## src/rtl/spc2_cfg_tx.sv

```systemverilog
// spc2_cfg_tx: controller end of the SPC2 serial configuration chain.
// Takes a parallel config word, pulses the chain reset low, then shifts the
// word out LSB first on a divided shift clock. Data changes on falling edges
// so the chip gets a full half period of setup and hold around each rising edge.
// Optional feature macro: SPC_TX_STROBE_EN adds a latch strobe after the last bit.
module spc2_cfg_tx #(
  parameter int WIDTH     = 16,  // config word length (>=2)
  parameter int DIV_HALF  = 5,   // Clk cycles per Spc_clk half period (>=1)
  parameter int RST_TICKS = 2    // half periods of chain reset before shifting (>=1)
) (
  input  logic             Clk,
  input  logic             Reset,
  input  logic             start,
  input  logic [WIDTH-1:0] cfg_word,
  output logic             busy,
  output logic             done,
  output logic             Spc_clk,
  output logic             Spc_resetn,
  output logic             Spc_data,
  output logic             Spc_strobe
);

  localparam int DW = (DIV_HALF > 1) ? $clog2(DIV_HALF) : 1;
  localparam int BW = $clog2(WIDTH + 1);
  localparam int TW = $clog2(RST_TICKS + 2);

  typedef enum logic [2:0] {
    IDLE,
    RST,
    SHIFT,
    DONE
`ifdef SPC_TX_STROBE_EN
    , STROBE
`endif
  } state_t;

  // Where SHIFT goes after the last falling edge.
`ifdef SPC_TX_STROBE_EN
  localparam state_t AFTER_SHIFT = STROBE;
`else
  localparam state_t AFTER_SHIFT = DONE;
`endif

  state_t           state, state_nx;
  logic [DW-1:0]    div, div_nx;      // Clk cycles within the current half period
  logic [BW-1:0]    bcnt, bcnt_nx;    // bits completed (falling edges seen)
  logic [TW-1:0]    tcnt, tcnt_nx;    // ticks spent in RST / STROBE
  logic [WIDTH-1:0] sreg, sreg_nx;    // captured word, shifted right per bit
  logic             sclk, sclk_nx;
  logic             sdata, sdata_nx;
  logic             tick;

  // A tick ends every half period; the divider only runs outside IDLE.
  assign tick = (state != IDLE) && (div == DW'(DIV_HALF - 1));

  // State and datapath registers; reset abandons any transfer in flight.
  always_ff @(posedge Clk or posedge Reset) begin
    if (Reset) begin
      state <= IDLE;
      div   <= '0;
      bcnt  <= '0;
      tcnt  <= '0;
      sreg  <= '0;
      sclk  <= 1'b0;
      sdata <= 1'b0;
    end else begin
      state <= state_nx;
      div   <= div_nx;
      bcnt  <= bcnt_nx;
      tcnt  <= tcnt_nx;
      sreg  <= sreg_nx;
      sclk  <= sclk_nx;
      sdata <= sdata_nx;
    end
  end

  // Next-state and next-datapath logic; every phase is measured in ticks.
  always_comb begin
    state_nx = state;
    bcnt_nx  = bcnt;
    tcnt_nx  = tcnt;
    sreg_nx  = sreg;
    sclk_nx  = sclk;
    sdata_nx = sdata;
    if (state == IDLE || tick) div_nx = '0;
    else                       div_nx = div + DW'(1);

    case (state)
      IDLE: begin
        sclk_nx  = 1'b0;
        sdata_nx = 1'b0;
        if (start) begin
          sreg_nx  = cfg_word;
          bcnt_nx  = '0;
          tcnt_nx  = '0;
          state_nx = RST;
        end
      end

      RST: begin
        sclk_nx = 1'b0;
        if (tick) begin
          if (tcnt == TW'(RST_TICKS - 1)) begin
            // Present bit 0 for a full half period before the first rise.
            tcnt_nx  = '0;
            sdata_nx = sreg[0];
            state_nx = SHIFT;
          end else begin
            tcnt_nx = tcnt + TW'(1);
          end
        end
      end

      SHIFT: begin
        if (tick) begin
          sclk_nx = ~sclk;
          if (sclk) begin
            // Falling edge: the chip has sampled the current bit.
            bcnt_nx = bcnt + BW'(1);
            if (bcnt == BW'(WIDTH - 1)) begin
              tcnt_nx  = '0;
              state_nx = AFTER_SHIFT;
`ifndef SPC_TX_STROBE_EN
              sdata_nx = 1'b0;
`endif
            end else begin
              sreg_nx  = {1'b0, sreg[WIDTH-1:1]};
              sdata_nx = sreg[1];
            end
          end
        end
      end

`ifdef SPC_TX_STROBE_EN
      STROBE: begin
        // Strobe lasts one full Spc_clk period with the shift clock parked low.
        sclk_nx = 1'b0;
        if (tick) begin
          if (tcnt == TW'(1)) begin
            tcnt_nx  = '0;
            sdata_nx = 1'b0;
            state_nx = DONE;
          end else begin
            tcnt_nx = tcnt + TW'(1);
          end
        end
      end
`endif

      DONE: begin
        sclk_nx  = 1'b0;
        sdata_nx = 1'b0;
        state_nx = IDLE;
      end

      default: begin
        state_nx = IDLE;
      end
    endcase

    // Every phase starts with a fresh half period.
    if (state_nx != state) div_nx = '0;
  end

  assign busy       = (state != IDLE) && (state != DONE);
  assign done       = (state == DONE);
  assign Spc_clk    = sclk;
  assign Spc_resetn = (state != RST);
  assign Spc_data   = sdata;
`ifdef SPC_TX_STROBE_EN
  assign Spc_strobe = (state == STROBE);
`else
  assign Spc_strobe = 1'b0;
`endif

endmodule

```

## config.mk

```make
export PLATFORM = sky130hd
export DESIGN_NAME = spc2_cfg_tx
export DESIGN_NICKNAME = d
export VERILOG_FILES = /design/src/rtl/spc2_cfg_tx.sv
export SDC_FILE = /design/constraint.sdc
export NUM_CORES = 1
export LEC_CHECK = 0
export BUFFER_PORTS_ARGS = -buffer_cell sky130_fd_sc_hd__buf_2
export CAP_MARGIN = 0
export CORE_ASPECT_RATIO = 1.75
export CORE_MARGIN = 3
export CORE_UTILIZATION = 50
export CTS_CLUSTER_DIAMETER = 50
export DETAILED_ROUTE_END_ITERATION = 8
export GPL_TIMING_DRIVEN = 0
export MAX_ROUTING_LAYER = met4
export PLACE_DENSITY = 0.75
export SLEW_MARGIN = 25
export SYNTH_ARGS = -nofsm -noshare
export SYNTH_HDL_FRONTEND = slang
export SYNTH_SLANG_ARGS = --single-unit
```

## constraint.sdc

```tcl
create_clock -name Clk -period 2.1 [get_ports Clk]
set_input_delay 0.105 -clock Clk [delete_from_list [all_inputs] [get_ports Clk]]
set_output_delay 0.105 -clock Clk [all_outputs]
set_load 0.01 [all_outputs]
```

**Word-level counts from Yosys, hierarchy flattened**

Cells that the tools add are included.

- Bits in registers: 31
- Output and inout port bits: 6
- Word-level logic and storage cells: 76

- $add $sub $neg: 3
- Reduce and logical (&&, ||, !) cells: 16
- Equal/unequal tests: 16
- Bitwise operators: 1
- Muxes and demuxes: 33

Operator list:

| kind | count |
|---|---|
| 16-bit two-way mux | 4 |
| 16-bit one-hot mux with 2 select lines | 1 |
| 3-bit two-way mux | 8 |
| 5-bit two-way mux | 3 |
| 2-bit != test (second input constant) | 7 |
| 2-bit two-way mux | 6 |
| 5-bit one-hot mux with 2 select lines | 1 |
| 5-bit AND reduction | 2 |
| 3-bit one-hot mux with 3 select lines | 1 |
| 3-bit nonzero test | 3 |
| 3-bit by 2-bit == test with 1-bit output (second input constant) | 2 |
| 1-bit two-way mux | 6 |
| 2-bit one-hot mux with 3 select lines | 1 |
| 6-bit AND reduction | 1 |
| 5-bit by 1-bit adder with 5-bit output (second input constant) | 1 |
| 5-bit by 4-bit == test with 1-bit output (second input constant) | 1 |
| 4-bit AND reduction | 1 |
| 2-bit nonzero test | 2 |
| 3-bit by 1-bit adder with 3-bit output (second input constant) | 1 |
| 3-bit by 1-bit == test with 1-bit output (second input constant) | 1 |
| 3-bit == test (second input constant) | 1 |
| 3-bit zero test | 1 |
| 3-bit by 1-bit != test with 1-bit output (second input constant) | 1 |
| 3-bit by 2-bit != test with 1-bit output (second input constant) | 1 |
| other kinds (11) | 12 |

**Logic depth before layout (Yosys ltp)**

Gate-level depths: netlist (run 1).

- Depth in word-level cells: 7
- Gate-level depth with buffers: 8
- Depth with buffers taken out: 7

**Least setup slack after synthesis (run 1)**

No wires, ideal clock.

- Kind: register -> register
- Start: register bcnt[0]
- End: register sreg[4]
- Arrival time: 1,962 ps
- Clock period less this slack: 2,044 ps
- Cell stages (with the launch flop): 9
- Slack: 56 ps
- Path through: dfrtp_1 ha_1 and3_1 ha_1 nand3b_1 a2111oi_2 buf_2 nor2_1 a31oi_1

- Word-level cells in the longest chain between the ends: 3

RTL lines:

| element | line | text |
|---|---|---|
| from (decl) | 46 | `logic [BW-1:0] bcnt, bcnt_nx;` |
| from (signal assigned) | 69 | `bcnt <= bcnt_nx;` |
| 5-bit by 4-bit == test with 1-bit output | 120 | `if (bcnt == BW'(WIDTH - 1)) begin` |
| 2-bit != test (no source line) | - |  |
| 5-bit AND reduction (no source line) | - |  |
| to (signal assigned) | 71 | `sreg <= sreg_nx;` |
| to (decl) | 48 | `logic [WIDTH-1:0] sreg, sreg_nx;` |

No other way between the ends.
A chain may end at the register's enable or synchronous reset.

**Worst setup path in the final report (run 1)**

- Start: register bcnt[1]
- End: register sreg[11]

Same word-level chain as after synthesis.

==> qor.tcl, run 1 <==
set qor(max_slew_margin) 0.574
set qor(largest_family_of_logic_cells_by_synthesized_area) {simple AND/OR/NAND/NOR gates}
set qor(post-synth-top-area-fraction) 0.488
set qor(ys_ff_latch) 31
set qor(timing.fmax_ghz) 0.465
set qor(min_path_type) {in -> reg}
set qor(synth-compound-area-share) 0.149
set qor(synth_edf_count) 0
set qor(floorplan.rows) 26
set qor(setup_ws_ps) -48.3
set qor(power.ir.vdd_worst_uv) 721
set qor(ant_nets) 0
set qor(final-setup-viol-count) 12
set qor(finalClockSkew_ps) 3.80
set qor(area_grow_syn2layout_pct) 25.1
set qor(grt_pass1_wl_um) 6140
set qor(detail_route.drc_violations) 0
set qor(path_clk_slew_ps) 60
set qor(count_of_cells_along_the_worst_register_to_register_path) 9
set qor(total_power_uw) 1460
set qor(crit_path_start_kind) {flop}
set qor(place.port_buffers) 23
set qor(floorplan.core_area_mm2) 0.00299
set qor(mappedNetlistArea_mm2) 0.00159
set qor(grt_antenna_before_repair) 0
set qor(design.final.nets) 240
set qor(timing.final.crit_share) 1.02
set qor(clock_latency_ps) 280
set qor(power-per-cell-area_mw_per_mm2) 734
set qor(ctsHtreeMaxLevel) 2
set qor(crit_fanout) 6
set qor(route.vias.total) 1432
set qor(asyncSetResetFlopFracSynth) 1.00
set qor(dp_hpwl_um) 2510
set qor(critical_path.endpoint_type) {flop}
set qor(avgRoutedWirePerCell_um) 14.3
set qor(grt_setup_unrepaired) {yes}
set qor(final_antenna_diode_count) 0
set qor(reg2reg_setup_slack_ps) -50
set qor(leakagePower_uw) 0.000912
set qor(detail_route.first_pass.iterations) 4
set qor(synth_top_area_cell) {sky130_fd_sc_hd__dfrtp_1}
set qor(path_class) {reg -> reg}
set qor(yosysUniqueCellTypes) 35
set qor(post_synth_fa_ha_maj_area_fraction) 0.0315
set qor(gp_routability_congestion) 0.939
set qor(grt_start_max_net_pins) 32
set qor(final_core_utilization) 0.665
set qor(violations) {negative setup slack}
set qor(post_synth_main_area_contributors) {sky130_fd_sc_hd__dfrtp_1 (49%), sky130_fd_sc_hd__nand2_1 (8.5%), sky130_fd_sc_hd__a31oi_1 (5.9%), sky130_fd_sc_hd__nor2_1 (4.7%), sky130_fd_sc_hd__mux2i_1 (3.8%)}
set qor(fp.dieH_um) 80.6
set qor(syn-instance-count) 176
set qor(design.portCount) 25
set qor(worst_slew_pin_slew_ps) 638
set qor(status) {finished with violations}
set qor(max-clock-path-buffers) 2
set qor(cp_data_arrival_time_ps) 2350
set qor(finalHoldViolations) 0
set qor(tritoncts_clock_tree) {yes}
set qor(wirelength_um) 3710
set qor(tritoncts_buffer_count) 5
set qor(synth_seq_area_share) 0.488
set qor(layout-drive-gt1-share) 0.261
set qor(synth_simple_gate_area_frac) 0.231
set qor(post-synth-top-count-cell) {sky130_fd_sc_hd__nand2_1}
set qor(timing.critical_path.required_ps) 2300
set qor(dieWidth_um) 48.6
set qor(cts_root_buffer) {sky130_fd_sc_hd__clkbuf_8}
set qor(synth.avg_cell_area_um2) 9.04
set qor(worst_hold_path.num_cells) 3
set qor(overflow) 0
set qor(most_frequent_cells_after_synthesis) {sky130_fd_sc_hd__nand2_1 (36), sky130_fd_sc_hd__dfrtp_1 (31), sky130_fd_sc_hd__nor2_1 (20)}
set qor(cap_viol_max_count) 0
set qor(initialDrtViolationCount) 69
set qor(clock_sink_count) 31
set qor(total_die_area_mm2) 0.00392
set qor(synth_flop_cell) {sky130_fd_sc_hd__dfrtp_1}
set qor(initial_utilization) 0.531
set qor(synth-xor-area-share) 0.00551
set qor(number_of_global_route_vias_before_repair) 1425
set qor(min_period_ps) 2150
set qor(maxSlewViolCount) 0
set qor(yosysWarningCount) 0
set qor(synth.area.mux_share) 0.0448
set qor(grt.total_usage) 0.212
set qor(viasPerCell) 5.51
critical path: stages, from the launching register on:
cell	delay, ps
sky130_fd_sc_hd__dfrtp_1	390
sky130_fd_sc_hd__ha_2	190
sky130_fd_sc_hd__and3_4	180
sky130_fd_sc_hd__ha_4	160
sky130_fd_sc_hd__nand3b_1	210
sky130_fd_sc_hd__a2111oi_4	390
sky130_fd_sc_hd__buf_4	200
sky130_fd_sc_hd__buf_4	140
sky130_fd_sc_hd__nor2_1	40
sky130_fd_sc_hd__a31oi_1	160
stage by stage:
stage / worst slack (ps) / std cells / instance area [um^2] / setup TNS [ps] / hold WS, ps
2_1_floorplan: 55.7 / 177 / 1590 / 0 / 209
5_1_grt: -128 / 260 / 1990 / -1530 / 71.7
3_3_place_gp: -132 / 242 / 1760 / -1850 / 344
3_5_place_dp: -182 / 242 / 1760 / -2390 / 230
4_1_cts: 5.65 / 256 / 1930 / 0 / 53.5
6_report: -48.3 / 260 / 1990 / -177 / 61.0
where the power goes:
group          internal [uW]  switching, uW
clock                    299            217
sequential               672           46.4
combinational            106            121
total                   1080            384
path summary, 6_finish.rpt:
kind / start / endpoint
setup reg to reg: bcnt[1] / sreg[11]
setup / recovery: bcnt[1] / sreg[11]
hold / removal: cfg_word[15] / sreg[15]
hold reg to reg: Spc_data / Spc_data
min in group asynchronous: Reset / bcnt[4]
max in group asynchronous: Reset / sreg[9]
final cells by class:
| cell class | count | area (um^2) |
|---|---|---|
| fill | 279 | 1000 |
| multi-input combinational | 128 | 779 |
| sequential | 31 | 776 |
| timing repair buffer | 33 | 190 |
| clock buffer | 8 | 100 |
| buffer | 11 | 65.1 |
| tap | 42 | 52.6 |
| inverter | 7 | 26.3 |
registers in the layout, indices dropped and copies added, names as in the netlist:
register / flops
sreg: 16
bcnt: 5
div: 3
state: 3
tcnt: 2
Spc_clk: 1
Spc_data: 1
placed cells by master, fill, tap and decap left out, drive strengths merged, types with 2 or more instances in the layout:
cell type   n
or2         2
buf        37
nand2      36
ha          4
nand2b      5
nor2       20
dfrtp      31
a2111oi     2
o21ai       7
nor3        2
inv         7
clkbuf     14
nand3b      2
a21oi       3
nand4       2
mux2i       6
nand3       4
conb        2
and3        3
a31oi      15
routing by layer:
metal / global-route usage / up-vias / share of wire
met5: - / - / 0
li1: - / 681 / -
met4: 0.111 / 0 / 0.028
met2: 0.380 / 47 / 0.53
met1: 0.218 / 691 / 0.40
met3: 0.0408 / 13 / 0.043
cells by family (layout without fill, tap and decap cells):
family | after synthesis | count (layout)
multiplexers | 7 | 7
AND/OR/NAND/NOR | 81 | 81
XOR/XNOR | 1 | 1
other | 1 | 2
buffers and inverters | 18 | 59
adder cells (fa/ha/maj) | 4 | 4
flip-flops | 31 | 31
AO/OA/AOI/OAI | 33 | 33
timing repair:
item                                    4_1_cts  5_1_grt
pin swaps                                     1        3
setup buffers                                 3        4
hold buffers                                  1        0
gates resized for setup                       7        6
endpoints found under the setup margin       16       17
cloned                                        2        0
endpoints found under the hold margin        31        0
Note: power is estimated with default switching activity, not from simulation.
==> inputs of run 2 (changes only) <==
CORE_UTILIZATION = 44   (was 50)
PLACE_DENSITY = 0.67   (was 0.75)
REMOVE_ABC_BUFFERS = 1   (was default)
==> run 2 against run 1 <==
  * The run now ends clean
  * Hold slack better by 15 ps
  * Sequential share of layout area up 0.56 points
  * Utilization decreased by 9.3 points
  * Cell area is 1.3% lower
  * Sequential cell count is the same
  * Global-route usage down 2.7 points
  * Final cell count shrank 1.9%
  * Clock skew barely moved
  * Fmax increased by 4.7%
  * Critical path depth unchanged
  * Total power is 0.47% lower
  * Largest power group unchanged
==> qor.tcl, run 2 (synthesis results as in run 1) <==
set qor(design.portCount) 25 ;# unchanged
set qor(initialDrtViolationCount) 24 ;# was 69
set qor(setup_ws_ps) 48.8 ;# was -48.3 ps
set qor(path_class) {reg -> reg} ;# unchanged
set qor(path_clk_slew_ps) 70 ;# was 60 ps
set qor(ant_nets) 0 ;# unchanged
set qor(overflow) 0 ;# unchanged
set qor(worst_slew_pin_slew_ps) 697 ;# was 638 ps
set qor(route.vias.total) 1372 ;# was 1432
set qor(cp_cell_sequence) {ha_2 -> and3_4 -> ha_4 -> nand3b_1 -> a2111oi_4 -> buf_4 -> buf_6 -> nor2_1 -> a31oi_1} ;# was ha_2 -> and3_4 -> ha_4 -> nand3b_1 -> a2111oi_4 -> buf_4 -> buf_4 -> nor2_1 -> a31oi_1
set qor(fillCellCount) 350 ;# was 279
set qor(numPlacedInstances) 235 ;# was 242
set qor(maxSlewViolCount) 0 ;# unchanged
set qor(clock_sink_count) 31 ;# unchanged
set qor(finalClockSkew_ps) 4.25 ;# was 3.80 ps
set qor(power-per-cell-area_mw_per_mm2) 740 ;# was 734 mW/mm^2
set qor(floorplan.core_area_mm2) 0.00343 ;# was 0.00299 mm^2
set qor(detail_route.first_pass.iterations) 4 ;# unchanged
set qor(max_slew_margin) 0.535 ;# was 0.574
set qor(cap_viol_max_count) 0 ;# unchanged
set qor(gp_routability_congestion) 0.816 ;# was 0.939
set qor(largest_registers) {sreg: 16 flops, bcnt: 5 flops} ;# unchanged
set qor(tritoncts_clock_tree) {yes} ;# unchanged
set qor(area_grow_syn2layout_pct) 23.5 ;# was 25.1%
set qor(min_path_type) {in -> reg} ;# unchanged
set qor(number_of_buffer_and_inverter_instances_along_the_worst_setup_path) 2 ;# unchanged
set qor(dp_hpwl_um) 2410 ;# was 2510 um
set qor(status) {finished, final reports clean} ;# was finished with violations
set qor(critical_path.endpoint_type) {flop} ;# unchanged
set qor(avgRoutedWirePerCell_um) 14.0 ;# was 14.3 um
set qor(final-setup-viol-count) 0 ;# was 12
set qor(number_of_flip_flops_under_the_largest_register_name) 16 ;# unchanged
set qor(wirelength_um) 3570 ;# was 3710 um
set qor(timing.critical_path.required_ps) 2300 ;# about the same
set qor(fin_worst_hold_slack_ps) 75.8 ;# was 61.0 ps
set qor(fin_setup_tns_ps) 0 ;# was -177 ps
set qor(power.ir.vdd_worst_uv) 502 ;# was 721 uV
set qor(largest-register) {sreg} ;# unchanged
set qor(cp_data_arrival_time_ps) 2250 ;# was 2350 ps
set qor(leakagePower_uw) 0.000892 ;# was 0.000912 uW
set qor(final_cell_mix) {sky130_fd_sc_hd__nand2_1 (36), sky130_fd_sc_hd__dfrtp_1 (30), sky130_fd_sc_hd__buf_2 (24)} ;# was sky130_fd_sc_hd__nand2_1 (36), sky130_fd_sc_hd__dfrtp_1 (31), sky130_fd_sc_hd__buf_2 (25)
set qor(dp_slack_ps) -558 ;# was -182 ps
set qor(finalHoldViolations) 0 ;# unchanged
set qor(number_of_global_route_vias_before_repair) 1475 ;# was 1425
set qor(ctsHtreeMaxLevel) 2 ;# unchanged
set qor(crit_path_start_kind) {flop} ;# unchanged
set qor(crit_fanout) 8 ;# was 6
set qor(timing.final.crit_share) 0.977 ;# was 1.02
set qor(grt_start_max_net_pins) 32 ;# unchanged
set qor(max-clock-path-buffers) 2 ;# unchanged
set qor(clock_latency_ps) 280 ;# about the same
set qor(final_antenna_diode_count) 0 ;# unchanged
set qor(initial_utilization) 0.463 ;# was 0.531
set qor(design.final.nets) 232 ;# was 240
set qor(max_stage_delay_ps) 390 ;# about the same
set qor(grt_setup_unrepaired) {yes} ;# unchanged
set qor(layout-drive-gt1-share) 0.276 ;# was 0.261
set qor(floorplan.rows) 28 ;# was 26
set qor(total_die_area_mm2) 0.00440 ;# was 0.00392 mm^2
set qor(grt_antenna_before_repair) 0 ;# unchanged
set qor(min_period_ps) 2050 ;# was 2150 ps
set qor(total_power_uw) 1450 ;# was 1460 uW
set qor(fp.dieH_um) 85.5 ;# was 80.6 um
set qor(timing.fmax_ghz) 0.488 ;# was 0.465 GHz
set qor(crit_slowest_cell) {sky130_fd_sc_hd__dfrtp_1} ;# unchanged
set qor(detail_route.drc_violations) 0 ;# unchanged
set qor(viasPerCell) 5.38 ;# was 5.51
set qor(grt.total_usage) 0.185 ;# was 0.212
set qor(dieWidth_um) 51.4 ;# was 48.6 um
set qor(stdcell_count) 255 ;# was 260
set qor(layout.cells.most_common) {sky130_fd_sc_hd__nand2_1} ;# unchanged
set qor(place.port_buffers) 23 ;# unchanged
set qor(cts_root_buffer) {sky130_fd_sc_hd__clkbuf_8} ;# unchanged
set qor(critical-path-top-delay-family) {compound AO/OA/AOI/OAI gates} ;# unchanged
set qor(tritoncts_buffer_count) 5 ;# unchanged
set qor(grt_pass1_wl_um) 6120 ;# was 6140 um
-- run 2: cell type report --
type | count | area (um^2) | area share
Sequential cell | 31 | 777 | 0.396
Timing Repair Buffer | 36 | 220 | 0.112
Inverter | 7 | 26.3 | 0.0134
Tap cell | 45 | 56.3 | 0.0287
Clock buffer | 8 | 100 | 0.0510
Multi-Input combinational cell | 128 | 785 | 0.399
-- run 2: worst register-to-register path, stage by stage, from the launching register on --
cell	delay (ps)
sky130_fd_sc_hd__dfrtp_1	390
sky130_fd_sc_hd__ha_2	190
sky130_fd_sc_hd__and3_4	180
sky130_fd_sc_hd__ha_4	150
sky130_fd_sc_hd__nand3b_1	190
sky130_fd_sc_hd__a2111oi_4	350
sky130_fd_sc_hd__buf_4	190
sky130_fd_sc_hd__buf_6	130
sky130_fd_sc_hd__nor2_1	50
sky130_fd_sc_hd__a31oi_1	140
-- run 2: worst paths after layout --
check                            start  cells after the start       end  slack [ps]
hold reg to reg               Spc_data                      1  Spc_data         520
setup / recovery               bcnt[1]                      9   sreg[6]          50
hold / removal             cfg_word[5]                      3   sreg[5]          80
min in group asynchronous        Reset                      3  sreg[15]         460
max in group asynchronous        Reset                      3  state[1]        1170
setup reg to reg               bcnt[1]                      9   sreg[6]          50
-- run 2: power by group --
part	total [uW]	leakage (uW)	internal, uW	switching (uW)
registers	727	0.000377	672	55.1
logic	212	0.000464	103	109
clock network	515	0.0000515	299	216
total	1450	0.000892	1070	380
-- run 2: timing repair --
action / CTS / global route
endpoints found under the setup margin: 16 / 18
resized for setup: 3 / 8
hold buffers: 1 / 0
endpoints found under the hold margin: 31 / 0
gates cloned: 2 / 0
setup buffers: 4 / 5
pin swaps: 1 / 3
-- run 2: per-stage QoR --
step / util / instance area [um^2]
2_1_floorplan: - / 1540
3_3_place_gp: 0.500 / 1720
3_5_place_dp: 0.506 / 1740
4_1_cts: 0.553 / 1900
5_1_grt: 0.572 / 1960
6_report: 0.572 / 1960
-- run 2: metal layers --
layer  up-vias  track usage  routed length (um)
li1        667            -                   -
met4         0        0.107                 101
met2        36        0.319                1950
met3         9       0.0348                 143
met5         -            -                   0
met1       660        0.188                1380
==> inputs of run 3 (changes only) <==
ABC_AREA = 1   (was default)
PLACE_DENSITY = 0.66   (was 0.67)
==> run 3 against run 2 <==
  * Area after synthesis grew 17%
  * Largest cell class unchanged
  * First-iteration DRC count grew 46%
  * Utilization is 5.3 points lower
  * Routed wire length up 10%
  * Die area is 15% higher
  * Synthesized cell count rose by 45%
==> qor.tcl, run 3 <==
set qor(detail_route.first_pass.iterations) 4 ;# unchanged
set qor(largest-register) {sreg} ;# unchanged
set qor(max_slew_margin) 0.559 ;# was 0.535
set qor(design.portCount) 25 ;# unchanged
set qor(setup.worst_path.end) {sreg[3]} ;# was sreg[6]
set qor(layout.cells.most_common) {sky130_fd_sc_hd__nand2_1} ;# unchanged
set qor(reg2reg_to) {sreg[3]} ;# was sreg[6]
set qor(area_grow_syn2layout_pct) 11.3 ;# was 23.5%
set qor(floorplan.core_area_mm2) 0.00398 ;# was 0.00343 mm^2
set qor(number_of_flip_flops_under_the_largest_register_name) 16 ;# unchanged
set qor(post-synth-top-count-cell) {sky130_fd_sc_hd__nand2_1} ;# unchanged
set qor(yosysUniqueCellTypes) 24 ;# was 35
set qor(worst_r2r_startpoint) {state[2]} ;# was bcnt[1]
set qor(timing.fmax_ghz) 0.541 ;# was 0.488 GHz
set qor(dp_hpwl_um) 2750 ;# was 2410 um
set qor(grt_start_max_net_pins) 32 ;# unchanged
set qor(grt_pass1_wl_um) 7140 ;# was 6120 um
set qor(overflow) 0 ;# unchanged
set qor(max-clock-path-buffers) 2 ;# unchanged
set qor(post-synth-top-area-fraction) 0.418 ;# was 0.488
set qor(dpl_cell_area_mm2) 0.00195 ;# was 0.00174 mm^2
set qor(wirelength_um) 3930 ;# was 3570 um
set qor(gp_routability_congestion) 0.792 ;# was 0.816
set qor(fillCellCount) 443 ;# was 350
set qor(avgRoutedWirePerCell_um) 12.1 ;# was 14.0 um
set qor(synth_edf_count) 0 ;# unchanged
set qor(grt_antenna_before_repair) 0 ;# unchanged
set qor(timing.critical_path.required_ps) 2270 ;# was 2300 ps
set qor(critical_path.endpoint_type) {flop} ;# unchanged
set qor(initial_utilization) 0.466 ;# was 0.463
set qor(design.final.nets) 300 ;# was 232
set qor(leakagePower_uw) 0.00115 ;# was 0.000892 uW
set qor(number_of_global_route_vias_before_repair) 1624 ;# was 1475
set qor(final_cell_mix) {sky130_fd_sc_hd__nand2_1 (98), sky130_fd_sc_hd__dfrtp_1 (31), sky130_fd_sc_hd__nand3_1 (26)} ;# was sky130_fd_sc_hd__nand2_1 (36), sky130_fd_sc_hd__dfrtp_1 (30), sky130_fd_sc_hd__buf_2 (24)
set qor(synth_flop_cell) {sky130_fd_sc_hd__dfrtp_1} ;# unchanged
set qor(final_design_area_no_fill_mm2) 0.00206 ;# was 0.00196 mm^2
set qor(clock_sink_count) 31 ;# unchanged
set qor(route.vias.total) 1651 ;# was 1372
set qor(path_clk_slew_ps) 70 ;# about the same
set qor(synth.avg_cell_area_um2) 7.27 ;# was 9.04 um^2
set qor(syn-instance-count) 255 ;# was 176
set qor(yosysWarningCount) 0 ;# unchanged
set qor(finalClockSkew_ps) 4.63 ;# was 4.25 ps
set qor(dieWidth_um) 55.1 ;# was 51.4 um
set qor(layout-drive-gt1-share) 0.162 ;# was 0.276
set qor(cap_viol_max_count) 0 ;# unchanged
set qor(final-setup-viol-count) 0 ;# unchanged
set qor(fp.dieH_um) 91.9 ;# was 85.5 um
set qor(power.ir.vdd_worst_uv) 564 ;# was 502 uV
set qor(clock_latency_ps) 290 ;# was 280 ps
set qor(postCtsSetupRepairBufs) 0 ;# was 4
set qor(worst_slew_pin_slew_ps) 661 ;# was 697 ps
set qor(most_frequent_cells_after_synthesis) {sky130_fd_sc_hd__nand2_1 (98), sky130_fd_sc_hd__dfrtp_1 (31), sky130_fd_sc_hd__nand3_1 (26)} ;# was sky130_fd_sc_hd__nand2_1 (36), sky130_fd_sc_hd__dfrtp_1 (31), sky130_fd_sc_hd__nor2_1 (20)
set qor(min_period_ps) 1850 ;# was 2050 ps
set qor(cp_data_arrival_time_ps) 2020 ;# was 2250 ps
set qor(synth_seq_area_share) 0.418 ;# was 0.488
set qor(total_die_area_mm2) 0.00506 ;# was 0.00440 mm^2
set qor(post_synth_main_area_contributors) {sky130_fd_sc_hd__dfrtp_1 (42%), sky130_fd_sc_hd__nand2_1 (20%), sky130_fd_sc_hd__nand3_1 (7.0%), sky130_fd_sc_hd__nor2_1 (4.3%), sky130_fd_sc_hd__inv_1 (3.6%)} ;# was sky130_fd_sc_hd__dfrtp_1 (49%), sky130_fd_sc_hd__nand2_1 (8.5%), sky130_fd_sc_hd__a31oi_1 (5.9%), sky130_fd_sc_hd__nor2_1 (4.7%), sky130_fd_sc_hd__mux2i_1 (3.8%)
set qor(floorplan.rows) 30 ;# was 28
set qor(crit_path_start_kind) {flop} ;# unchanged
set qor(tritoncts_buffer_count) 5 ;# unchanged
set qor(crit_fanout) 17 ;# was 8
set qor(maxSlewViolCount) 0 ;# unchanged
set qor(grt.total_usage) 0.193 ;# was 0.185
set qor(reg2reg_setup_slack_ps) 250 ;# was 50 ps
set qor(path_class) {reg -> reg} ;# unchanged
set qor(crit_path_start) {state[2]} ;# was bcnt[1]
set qor(status) {finished, final reports clean} ;# unchanged
set qor(place.port_buffers) 23 ;# unchanged
set qor(setup_ws_ps) 251 ;# was 48.8 ps
set qor(power-per-cell-area_mw_per_mm2) 723 ;# was 740 mW/mm^2
set qor(finalHoldViolations) 0 ;# unchanged
set qor(grt_setup_unrepaired) {no} ;# was yes
set qor(tritoncts_clock_tree) {yes} ;# unchanged
set qor(ant_nets) 0 ;# unchanged
set qor(viasPerCell) 5.06 ;# was 5.38
set qor(min_path_type) {in -> reg} ;# unchanged
set qor(largest_registers) {sreg: 16 flops, bcnt: 5 flops} ;# unchanged
set qor(hp-start) {cfg_word[15]} ;# was cfg_word[5]
set qor(timing.final.crit_share) 0.880 ;# was 0.977
set qor(cts_root_buffer) {sky130_fd_sc_hd__clkbuf_8} ;# unchanged
set qor(worst_hold_path.num_cells) 3 ;# unchanged
set qor(count_of_cells_along_the_worst_register_to_register_path) 6 ;# was 9
set qor(ys_ff_latch) 31 ;# unchanged
set qor(initialDrtViolationCount) 35 ;# was 24
set qor(synth_top_area_cell) {sky130_fd_sc_hd__dfrtp_1} ;# unchanged
set qor(detail_route.drc_violations) 0 ;# unchanged
set qor(final_antenna_diode_count) 0 ;# unchanged
set qor(asyncSetResetFlopFracSynth) 1.00 ;# unchanged
set qor(mappedNetlistArea_mm2) 0.00185 ;# was 0.00159 mm^2
set qor(ctsHtreeMaxLevel) 2 ;# unchanged
set qor(dp_slack_ps) 1.65 ;# was -558 ps
run 3: changes by cell type after synthesis, sizes merged, moves of 3 or more:
cell / change
a31oi: -15
and3: -3
buf: +5
clkbuf: -6
inv: +16
mux2i: -6
nand2: +65
nand2b: -5
nand3: +25
nor2: +4
o21ai: +15
run 3: worst min path at each step:
stage / end
5_1_grt: sreg[15]
3_5_place_dp: state[0]
4_1_cts: sreg[15]
3_3_place_gp: sreg[15]
2_1_floorplan: Spc_clk
6_report: sreg[15]
run 3: worst max-delay path, stage by stage (launching register included):
cell                      delay, ps
sky130_fd_sc_hd__dfrtp_1        460
sky130_fd_sc_hd__nor2_4         370
sky130_fd_sc_hd__nand3_1        270
sky130_fd_sc_hd__nand2_4        260
sky130_fd_sc_hd__inv_2          170
sky130_fd_sc_hd__nand3_1        130
sky130_fd_sc_hd__nand2_1         60
run 3: cells by family after synthesis:
logic type                 synth area share
and+or+nand+nor                       0.379
DFF                                   0.418
buffers and inverters                0.0918
other                               0.00202
adders and majority gates            0.0270
xor gates and xnor gates            0.00945
AOI/OAI and AO/OA                    0.0729
run 3: routing by layer:
| layer | share of wire | track usage |
|---|---|---|
| met1 | 0.41 | 0.219 |
| met2 | 0.53 | 0.312 |
| met3 | 0.037 | 0.0341 |
| met4 | 0.022 | 0.0933 |
| met5 | 0 | - |
run 3: power by group:
| group | switching (uW) | internal (uW) |
|---|---|---|
| logic | 151 | 91.4 |
| clock network | 227 | 299 |
| registers | 46.7 | 677 |
run 3: metrics by stage:
step | power, uW | util | hold WS, ps | instances | TNS, ps
global placement | 969 | 0.490 | 348 | 317 | -146
global route | 1580 | 0.519 | 55.8 | 326 | 0
floorplan | 898 | - | 209 | 246 | 0
CTS | 1510 | 0.519 | 49.2 | 326 | 0
detailed placement | 978 | 0.490 | 245 | 317 | 0
finish | 1490 | 0.519 | 58.6 | 326 | 0
run 3: final cells by class:
cell class,instances,area (um^2),share of cell area
clock buffers,8,100,0.0485
inverters,23,86.3,0.0418
multi-input cells,192,917,0.444
flip-flops and latches,31,776,0.376
well taps,48,60.1,0.0291
repair buffers,24,125,0.0606
run 3: what timing repair did:
action                     in CTS  in global routing
hold endpoints to repair       31                  0
hold buffers                    1                  0
setup endpoints to repair      13                  0
gates resized for setup         1                  0
